===== src/rtl/uart_rx_ctrl.sv =====
// uart_rx_ctrl: sequences a UART receiver (baud latch, enable, framing-error
// resync) and buffers completed frames in a show-ahead FIFO with error tags,
// presented to the consumer over a valid/ready handshake.
module uart_rx_ctrl #(
    parameter int unsigned DEPTH          = 4,
    parameter int unsigned ADDR_W         = 2,
    parameter int unsigned SETTLE_CYCLES  = 16,
    parameter int unsigned RECOVER_CYCLES = 64
) (
    input  logic        clk,
    input  logic        reset,
    // configuration
    input  logic        cfg_enable,
    input  logic [2:0]  cfg_baud,
    // receiver control / status
    output logic [2:0]  rx_baud_select,
    output logic        rx_en,
    input  logic [7:0]  rx_data,
    input  logic        rx_valid,
    input  logic        rx_perror,
    input  logic        rx_ferror,
    // consumer stream
    output logic [7:0]  m_data,
    output logic [1:0]  m_err,
    output logic        m_valid,
    input  logic        m_ready,
    // status
    output logic        overrun,
    input  logic        clr_overrun,
    output logic [15:0] frame_count,
    output logic        busy
);

    localparam int unsigned CNT_W = 16;
    localparam logic [CNT_W-1:0] SETTLE_LOAD  = CNT_W'(SETTLE_CYCLES - 1);
    localparam logic [CNT_W-1:0] RECOVER_LOAD = CNT_W'(RECOVER_CYCLES - 1);
    localparam logic [ADDR_W:0]  FIFO_FULL    = (ADDR_W + 1)'(DEPTH);
    localparam logic [ADDR_W:0]  FIFO_ONE     = (ADDR_W + 1)'(1);
    localparam logic [ADDR_W-1:0] PTR_ONE     = ADDR_W'(1);

    typedef enum logic [1:0] {
        StDisabled,
        StSettle,
        StRun,
        StRecover
    } state_e;

    state_e            state_q, state_d;
    logic [CNT_W-1:0]  cnt_q, cnt_d;
    logic [2:0]        baud_q, baud_d;
    logic              rx_valid_q;

    // Entry layout: {ferror, perror, data[7:0]}
    logic [9:0]        mem_q [DEPTH];
    logic [9:0]        mem_d [DEPTH];
    logic [ADDR_W-1:0] wr_ptr_q, wr_ptr_d;
    logic [ADDR_W-1:0] rd_ptr_q, rd_ptr_d;
    logic [ADDR_W:0]   count_q, count_d;
    logic              overrun_q, overrun_d;
    logic [15:0]       frame_count_q, frame_count_d;

    logic detect;
    logic full;
    logic push;
    logic pop;
    logic drop;

    // Frame strobe: one per rising edge of the receiver's level valid, RUN only.
    always_comb begin
        detect = rx_valid & ~rx_valid_q & (state_q == StRun);
        full   = (count_q == FIFO_FULL);
        pop    = m_valid & m_ready;
        // A simultaneous pop frees a slot, so a full FIFO still accepts.
        push   = detect & (~full | pop);
        drop   = detect & full & ~pop;
    end

    // Receiver sequencing FSM: next state, settle/recover counter and baud latch.
    always_comb begin
        state_d = state_q;
        cnt_d   = cnt_q;
        baud_d  = baud_q;
        unique case (state_q)
            StDisabled: begin
                if (cfg_enable) begin
                    baud_d  = cfg_baud;
                    cnt_d   = SETTLE_LOAD;
                    state_d = StSettle;
                end
            end
            StSettle: begin
                if (!cfg_enable) begin
                    state_d = StDisabled;
                end else if (cnt_q == '0) begin
                    state_d = StRun;
                end else begin
                    cnt_d = cnt_q - 1'b1;
                end
            end
            StRun: begin
                if (!cfg_enable) begin
                    state_d = StDisabled;
                end else if (detect && rx_ferror) begin
                    // Hold the receiver off long enough to lose bit sync and re-find start.
                    cnt_d   = RECOVER_LOAD;
                    state_d = StRecover;
                end
            end
            StRecover: begin
                if (!cfg_enable) begin
                    state_d = StDisabled;
                end else if (cnt_q == '0) begin
                    state_d = StRun;
                end else begin
                    cnt_d = cnt_q - 1'b1;
                end
            end
            default: state_d = StDisabled;
        endcase
    end

    // FSM state, counter, baud latch and valid-edge history registers.
    always_ff @(posedge clk or negedge reset) begin
        if (!reset) begin
            state_q    <= StDisabled;
            cnt_q      <= '0;
            baud_q     <= 3'b000;
            rx_valid_q <= 1'b0;
        end else begin
            state_q    <= state_d;
            cnt_q      <= cnt_d;
            baud_q     <= baud_d;
            rx_valid_q <= rx_valid;
        end
    end

    // FIFO next-state: write on push, advance read on pop, occupancy tracks both.
    always_comb begin
        for (int i = 0; i < DEPTH; i++) begin
            mem_d[i] = mem_q[i];
        end
        wr_ptr_d = wr_ptr_q;
        rd_ptr_d = rd_ptr_q;
        count_d  = count_q;
        if (push) begin
            mem_d[wr_ptr_q] = {rx_ferror, rx_perror, rx_data};
            wr_ptr_d        = wr_ptr_q + PTR_ONE;
        end
        if (pop) begin
            rd_ptr_d = rd_ptr_q + PTR_ONE;
        end
        if (push && !pop) begin
            count_d = count_q + FIFO_ONE;
        end else if (pop && !push) begin
            count_d = count_q - FIFO_ONE;
        end
    end

    // Status next-state: a drop in the same cycle as a clear keeps overrun set.
    always_comb begin
        overrun_d     = overrun_q;
        frame_count_d = frame_count_q;
        if (drop) begin
            overrun_d = 1'b1;
        end else if (clr_overrun) begin
            overrun_d = 1'b0;
        end
        if (detect) begin
            frame_count_d = frame_count_q + 16'd1;
        end
    end

    // FIFO storage, pointers and status registers; only reset flushes the FIFO.
    always_ff @(posedge clk or negedge reset) begin
        if (!reset) begin
            for (int i = 0; i < DEPTH; i++) begin
                mem_q[i] <= '0;
            end
            wr_ptr_q      <= '0;
            rd_ptr_q      <= '0;
            count_q       <= '0;
            overrun_q     <= 1'b0;
            frame_count_q <= '0;
        end else begin
            for (int i = 0; i < DEPTH; i++) begin
                mem_q[i] <= mem_d[i];
            end
            wr_ptr_q      <= wr_ptr_d;
            rd_ptr_q      <= rd_ptr_d;
            count_q       <= count_d;
            overrun_q     <= overrun_d;
            frame_count_q <= frame_count_d;
        end
    end

    // Outputs come from registers only, so nothing depends combinationally on m_ready.
    always_comb begin
        rx_baud_select = baud_q;
        rx_en          = (state_q == StRun);
        busy           = (state_q != StDisabled);
        m_valid        = (count_q != '0);
        m_data         = mem_q[rd_ptr_q][7:0];
        m_err          = mem_q[rd_ptr_q][9:8];
        overrun        = overrun_q;
        frame_count    = frame_count_q;
    end

endmodule


===== config.mk =====
export PLATFORM = sky130hd
export DESIGN_NAME = uart_rx_ctrl
export DESIGN_NICKNAME = d
export VERILOG_FILES = /design/src/rtl/uart_rx_ctrl.sv
export SDC_FILE = /design/constraint.sdc
export NUM_CORES = 1
export LEC_CHECK = 0
export ABC_CLOCK_PERIOD_IN_PS = 2100
export BUFFER_PORTS_ARGS = -buffer_cell sky130_fd_sc_hd__buf_2
export CELL_PAD_IN_SITES_DETAIL_PLACEMENT = 1
export CELL_PAD_IN_SITES_GLOBAL_PLACEMENT = 1
export CORE_ASPECT_RATIO = 0.6
export CORE_MARGIN = 1.5
export CORE_UTILIZATION = 42
export CTS_CLUSTER_DIAMETER = 40
export CTS_CLUSTER_SIZE = 16
export DETAILED_ROUTE_END_ITERATION = 7
export PLACE_DENSITY = 0.87
export SKIP_LAST_GASP = 1
export SYNTH_ARGS = -nofsm -noshare
export SYNTH_HDL_FRONTEND = slang
export SYNTH_SLANG_ARGS = --single-unit

===== constraint.sdc =====
create_clock -name clk -period 2.1 [get_ports clk]
set_input_delay 0.21 -clock clk [delete_from_list [all_inputs] [get_ports clk]]
set_output_delay 0.21 -clock clk [all_outputs]
set_load 0.01 [all_outputs]

---- Word-level counts from Yosys, hierarchy flattened ----
Cells that the tools add are included.
storage, ports and cells
  register bits ........................... 86
  input port bits ......................... 19
  output and inout bits ................... 33
  word-level logic and storage cells ...... 83
cells by class
  $add $sub $neg .......................... 6
  order comparisons ....................... 3
  equal/unequal tests ..................... 11
  mux-type cells .......................... 22
  bitwise gates (word level) .............. 12
  reduce and logical (&&, ||, !) cells .... 16
operator list
  kind                   count
  $mux 16                5
  $pmux 16 s3            1
  $bwmux 40              1
  $mux 10                3
  $bmux 10 s2            1
  $demux 10 s2           1
  $add 16x1->16 const B  1
  $logic_not 16->1       1
  $sub 16x1->16 const B  1
  $mux 2                 5
  $and 1x1->1            6
  $ge 3x3->1 const B     2
  $mux 3                 2
  $ne 2x2->1 const B     3
  $ne 3x2->1 const B     2
  $not 2->3              2
  $pmux 2 s3             1
  $reduce_bool 2->1      3
  $reduce_and 5->1       1
  $add 2x1->2 const B    2
  $eq 2x2->1 const B     2
  $logic_and 1x1->1      4
  $ne 2x1->1 const B     2
  $add 3x1->3 const B    1
  13 further kinds       17

---- Longest topological paths before layout ----
  depth after elaboration ................. 8
  mapped depth ............................ 10
  depth with buffers taken out ............ 8

---- Worst setup path before layout ----
Ideal clock, no wire load.
  kind .................................... register to register
  start ................................... register state_q[0]
  end ..................................... register count_q[2]
  library setup time ...................... 79 ps
  arrival ................................. 2058 ps
  required time ........................... 2021 ps
  slack ................................... -38 ps
  cell stages (with the launch flop) ...... 11
  path buffers ............................ 2
  clock period less this slack ............ 2138 ps
  path through ............................ dfrtp_1 nor4bb_1 buf_2 and2b_1 buf_6 ha_1 inv_1 fa_1 xor2_1 nor2_1 xor2_1
on the way
  cells in the longest elaborated chain, start to end .. 6
  elaborated cells on any way between the ends .. 8
  classes of those cells .................. 1 x eq/ne; 1 x mux; 2 x bitwise; 4 x reduce/logical
RTL lines
  what                                RTL line  RTL
  start: declaration                  48        state_e state_q, state_d;
  start signal: assignment            125       state_q <= StDisabled;
  start signal: assignment            130       state_q <= state_d;
  $eq 2x2->1 *                        70        detect = rx_valid & ~rx_valid_q & (state_q == StRun);
  $and 1x1->1 *                       70
  $and 1x1->1 *                       74        push = detect & (~full | pop);
  named net push                      64        logic push;
  $logic_not 1->1                     154       end else if (pop && !push) begin
  $logic_and 1x1->1                   154
  $reduce_bool 2->1 (no source line)  n/a
  end signal: assignment              190       count_q <= count_d;
  end: declaration                    58        logic [ADDR_W:0] count_q, count_d;
Mark *: on every way through the listed nets, which the timed path passes. The rest lies on a longest branch.
A chain may end at the register's enable or synchronous reset.

---- Worst setup path in the final report ----
  start ................................... register state_q[0]
  end ..................................... register count_q[2]
on the way
  cells in the longest elaborated chain, start to end .. 6
  elaborated cells on any way between the ends .. 8
  classes of those cells .................. 1 x eq/ne; 1 x mux; 2 x bitwise; 4 x reduce/logical
RTL lines
  what                                RTL line
  $eq 2x2->1 *                        70
  $and 1x1->1 *                       70
  $and 1x1->1 *                       74
  $logic_not 1->1                     154
  $logic_and 1x1->1                   154
  $reduce_bool 2->1 (no source line)  n/a
Every way passes the cells marked *; elsewhere a longest branch is shown, timed or not.

==> metrics <==
status=finished with violations; failing checks=setup timing; crit share post-route=102.5%; Routed Antenna Nets=0; Area Overhead vs Synth=21.47%; leakage power=2.478 nW; WL final=around 12,000 um; Crit path top cell by count=xor2_1; largest net degree at the start of global routing=42; drt first pass iters=4; slew margin rel.=~60%; Routability Congestion=0.7715; endpoint class of the critical path=register; ANT cells=0; register-to-register setup slack=-50 ps; start point of the worst min-delay path=rx_valid; chip width=approximately 130 um; core outline area=a little under 10,000 sq um; Sink Count=86; Worst R2R Path Depth=8; Clock Path Buffers=2; Via density=5.707; PwrDens=~860 nW/um^2; Ys Warns=0; root buffer cell=clkbuf_16; family with the most delay on the worst path=simple AND/OR/NAND/NOR gates; CP max stage delay=430 ps; number of cells produced by synthesis=344; initial antenna violation count=0; first-pass GRT wire length=19,280 um; worst skew pair latency=about 340 ps; Crit Path Max Fanout=3; CP Cell Sequence=nor4bb_4 -> and2b_2 -> ha_4 -> inv_2 -> fa_2 -> xor2_1 -> nor2_1 -> xor2_1; Mapped Area=4225 sq um; Hold Path End=rx_valid_q; Nets=440; dpl cells=532; count of cell types in the netlist=57; Setup CP Type=register to register; unrepaired setup endpoints after global routing=yes; DR WL/cell=roughly 21 um; syn_nets=371; top_reg_cell synth=dfrtp_1; arrival time worst endpoint=approximately 2400 ps; layout cells sized above 1=roughly 40%; hold depth=1; final-report hold violation count=0; Async S/R FF share, synth=between 90% and 100%; Worst Hold Class=input port to register; Detail Placement HPWL=7866 um; fill count=around 1.0k; post-layout min period=2153 ps; Max VDD drop=between 0.0004 and 0.0005 V; Yosys top cell area share=50.93%; clk slew on worst S/H paths=~60 ps; CTS buffer count=9; Final setup viols=1; CP Buf/Inv Count=1; CP required=approximately 2400 ps; TritonCTS clock tree=built; Finished Layout Cells=between 500 and 600; crit start category=register; final instance area=5132 sq um; post-synthesis sequential area ratio=between 50% and 60%; Slew @ Worst Pin=602.5 ps; Avg Inst Size Synth=between 10 and 15 sq um; I/O pin total=52; R2R Path End=count_q[2]; vias in the first global route=roughly 3.6k; Highest Clock Rate=between 400 and 500 MHz; cell at the slowest stage of the critical path=dfrtp_1; Clock Skew=about 10 ps; Global Route Usage Sum=between 20% and 30%; row count=28; Slew Limit Fails=0; Setup WS post-layout=-52.68 ps; Placement Cell Area=approximately 4700 sq um; RR Startpoint=state_q[0]; Starting DRT DRC Count=about 170; Levels on crit path=8; synthesized flop and latch total=86; initial core utilization=a little over two fifths; die height=between 80 and 90 um; ranking of synthesized cells by area=dfrtp_1 51%, mux2_2 12%, mux4_2 5.3%; final setup TNS=-52.68 ps; full die area=10,690 sq um; Max Cap Viol=0; Port Buffers=51; grt ovf=0; Yosys top cell by area=dfrtp_1; DRC Markers=0; Via Count=around 3.2k; H-tree depth=3; most common cell after layout, fill and taps aside=dfrtp_1; most frequent cells in the layout=84 x dfrtp_1, 50 x buf_2, 45 x mux2_2; EDFF count, synth=0
[area by class of cell]
type | count | area [sq um] | share of cell area, %
clock buffer | 11 | 232.7 | 4.534
multi-input combinational | 230 | 2013 | 39.22
timing repair buffer | 74 | 445.4 | 8.679
inverter | 12 | 45.04 | 0.8776
sequential | 86 | 2155 | 41.98
tap | 135 | 168.9 | 3.291
clock inverter | 4 | 72.57 | 1.414
[registers in the layout, indices dropped and copies added, names as in the netlist]
signal          count
frame_count        16
rx_valid_q          1
state_q             2
overrun             1
mem_q              40
cnt_q              16
count_q             3
wr_ptr_q            2
rx_baud_select      3
rd_ptr_q            2
[kinds of logic (layout without fill, tap and decap cells)]
logic type	after synthesis	after routing	share of synthesized area, %
adder cells (fa/ha/maj)	8	8	2.547
buffers and inverters	28	101	3.198
AND/OR/NAND/NOR	101	101	14.36
AO/OA/AOI/OAI	45	45	7.285
multiplexers	55	55	17.32
flip-flops	86	86	50.93
XOR/XNOR	21	21	4.353
[how the worst max path moves through the flow]
stage	startpoint	to	slack (ps)
after detailed placement	count_q[0]	count_q[1]	-100
final	state_q[0]	count_q[2]	-50
after global routing	state_q[0]	count_q[2]	-130
after CTS	count_q[1]	count_q[2]	-30
after global placement	state_q[0]	count_q[2]	50
after floorplan	state_q[0]	count_q[2]	7
[power by group]
part	switching, W	total, W	internal (W)
clock network	0.000642	0.00168	0.00103
logic	0.000395	0.000765	0.000371
registers	0.000192	0.00196	0.00177
total	0.00123	0.00440	0.00317
[synthesized netlist by cell type, drive strengths merged, types with 2 or more instances]
| cell | instances |
|---|---|
| mux2 | 45 |
| nor2 | 11 |
| dfrtp | 86 |
| or3 | 4 |
| buf | 8 |
| nor4 | 3 |
| nand3 | 11 |
| mux4 | 10 |
| o21ai | 11 |
| or4 | 2 |
| a21oi | 8 |
| xnor2 | 17 |
| o32ai | 2 |
| nor3 | 10 |
| o311ai | 2 |
| and4 | 2 |
| o211ai | 2 |
| inv | 12 |
| ha | 7 |
| nor4b | 4 |
| nand2 | 26 |
| nor2b | 2 |
| nor3b | 3 |
| xor2 | 4 |
| a31oi | 6 |
| and3 | 5 |
| nor4bb | 2 |
| nand4 | 8 |
| a311oi | 2 |
| clkbuf | 8 |
| and2 | 3 |
[per-stage QoR]
| stage | hold WS (ps) | total power [W] | util [%] | worst slack (ps) |
|---|---|---|---|---|
| after global routing | 17.91 | 0.004593 | 52.32 | -129.3 |
| after CTS | 19.15 | 0.004391 | 51.65 | -26.38 |
| after global placement | 173.0 | 0.002614 | 48.14 | 50.00 |
| after floorplan | -85.59 | 0.002382 | - | 7.081 |
| after detailed placement | 174.2 | 0.002680 | 48.14 | -103.4 |
| final | 39.79 | 0.004403 | 52.32 | -52.68 |
[layer usage]
layer	vias up	wire, um	track usage (%)	share of wire (%)
met5	-	0	0	0
met4	0	252	9.670	2.2
met3	24	545	5.934	4.7
met2	97	5739	40.26	50
met1	1627	4970	29.72	43
li1	1402	-	-	-
[what timing repair did]
item                                   CTS  global route
setup endpoints to repair                9            11
endpoints found under the hold margin   28             0
hold buffers                             1             0
buffers inserted                         0             4
pin swaps                                2             5
gates resized for setup                  7            10
No activity file was read; power rests on OpenSTA's default activity.
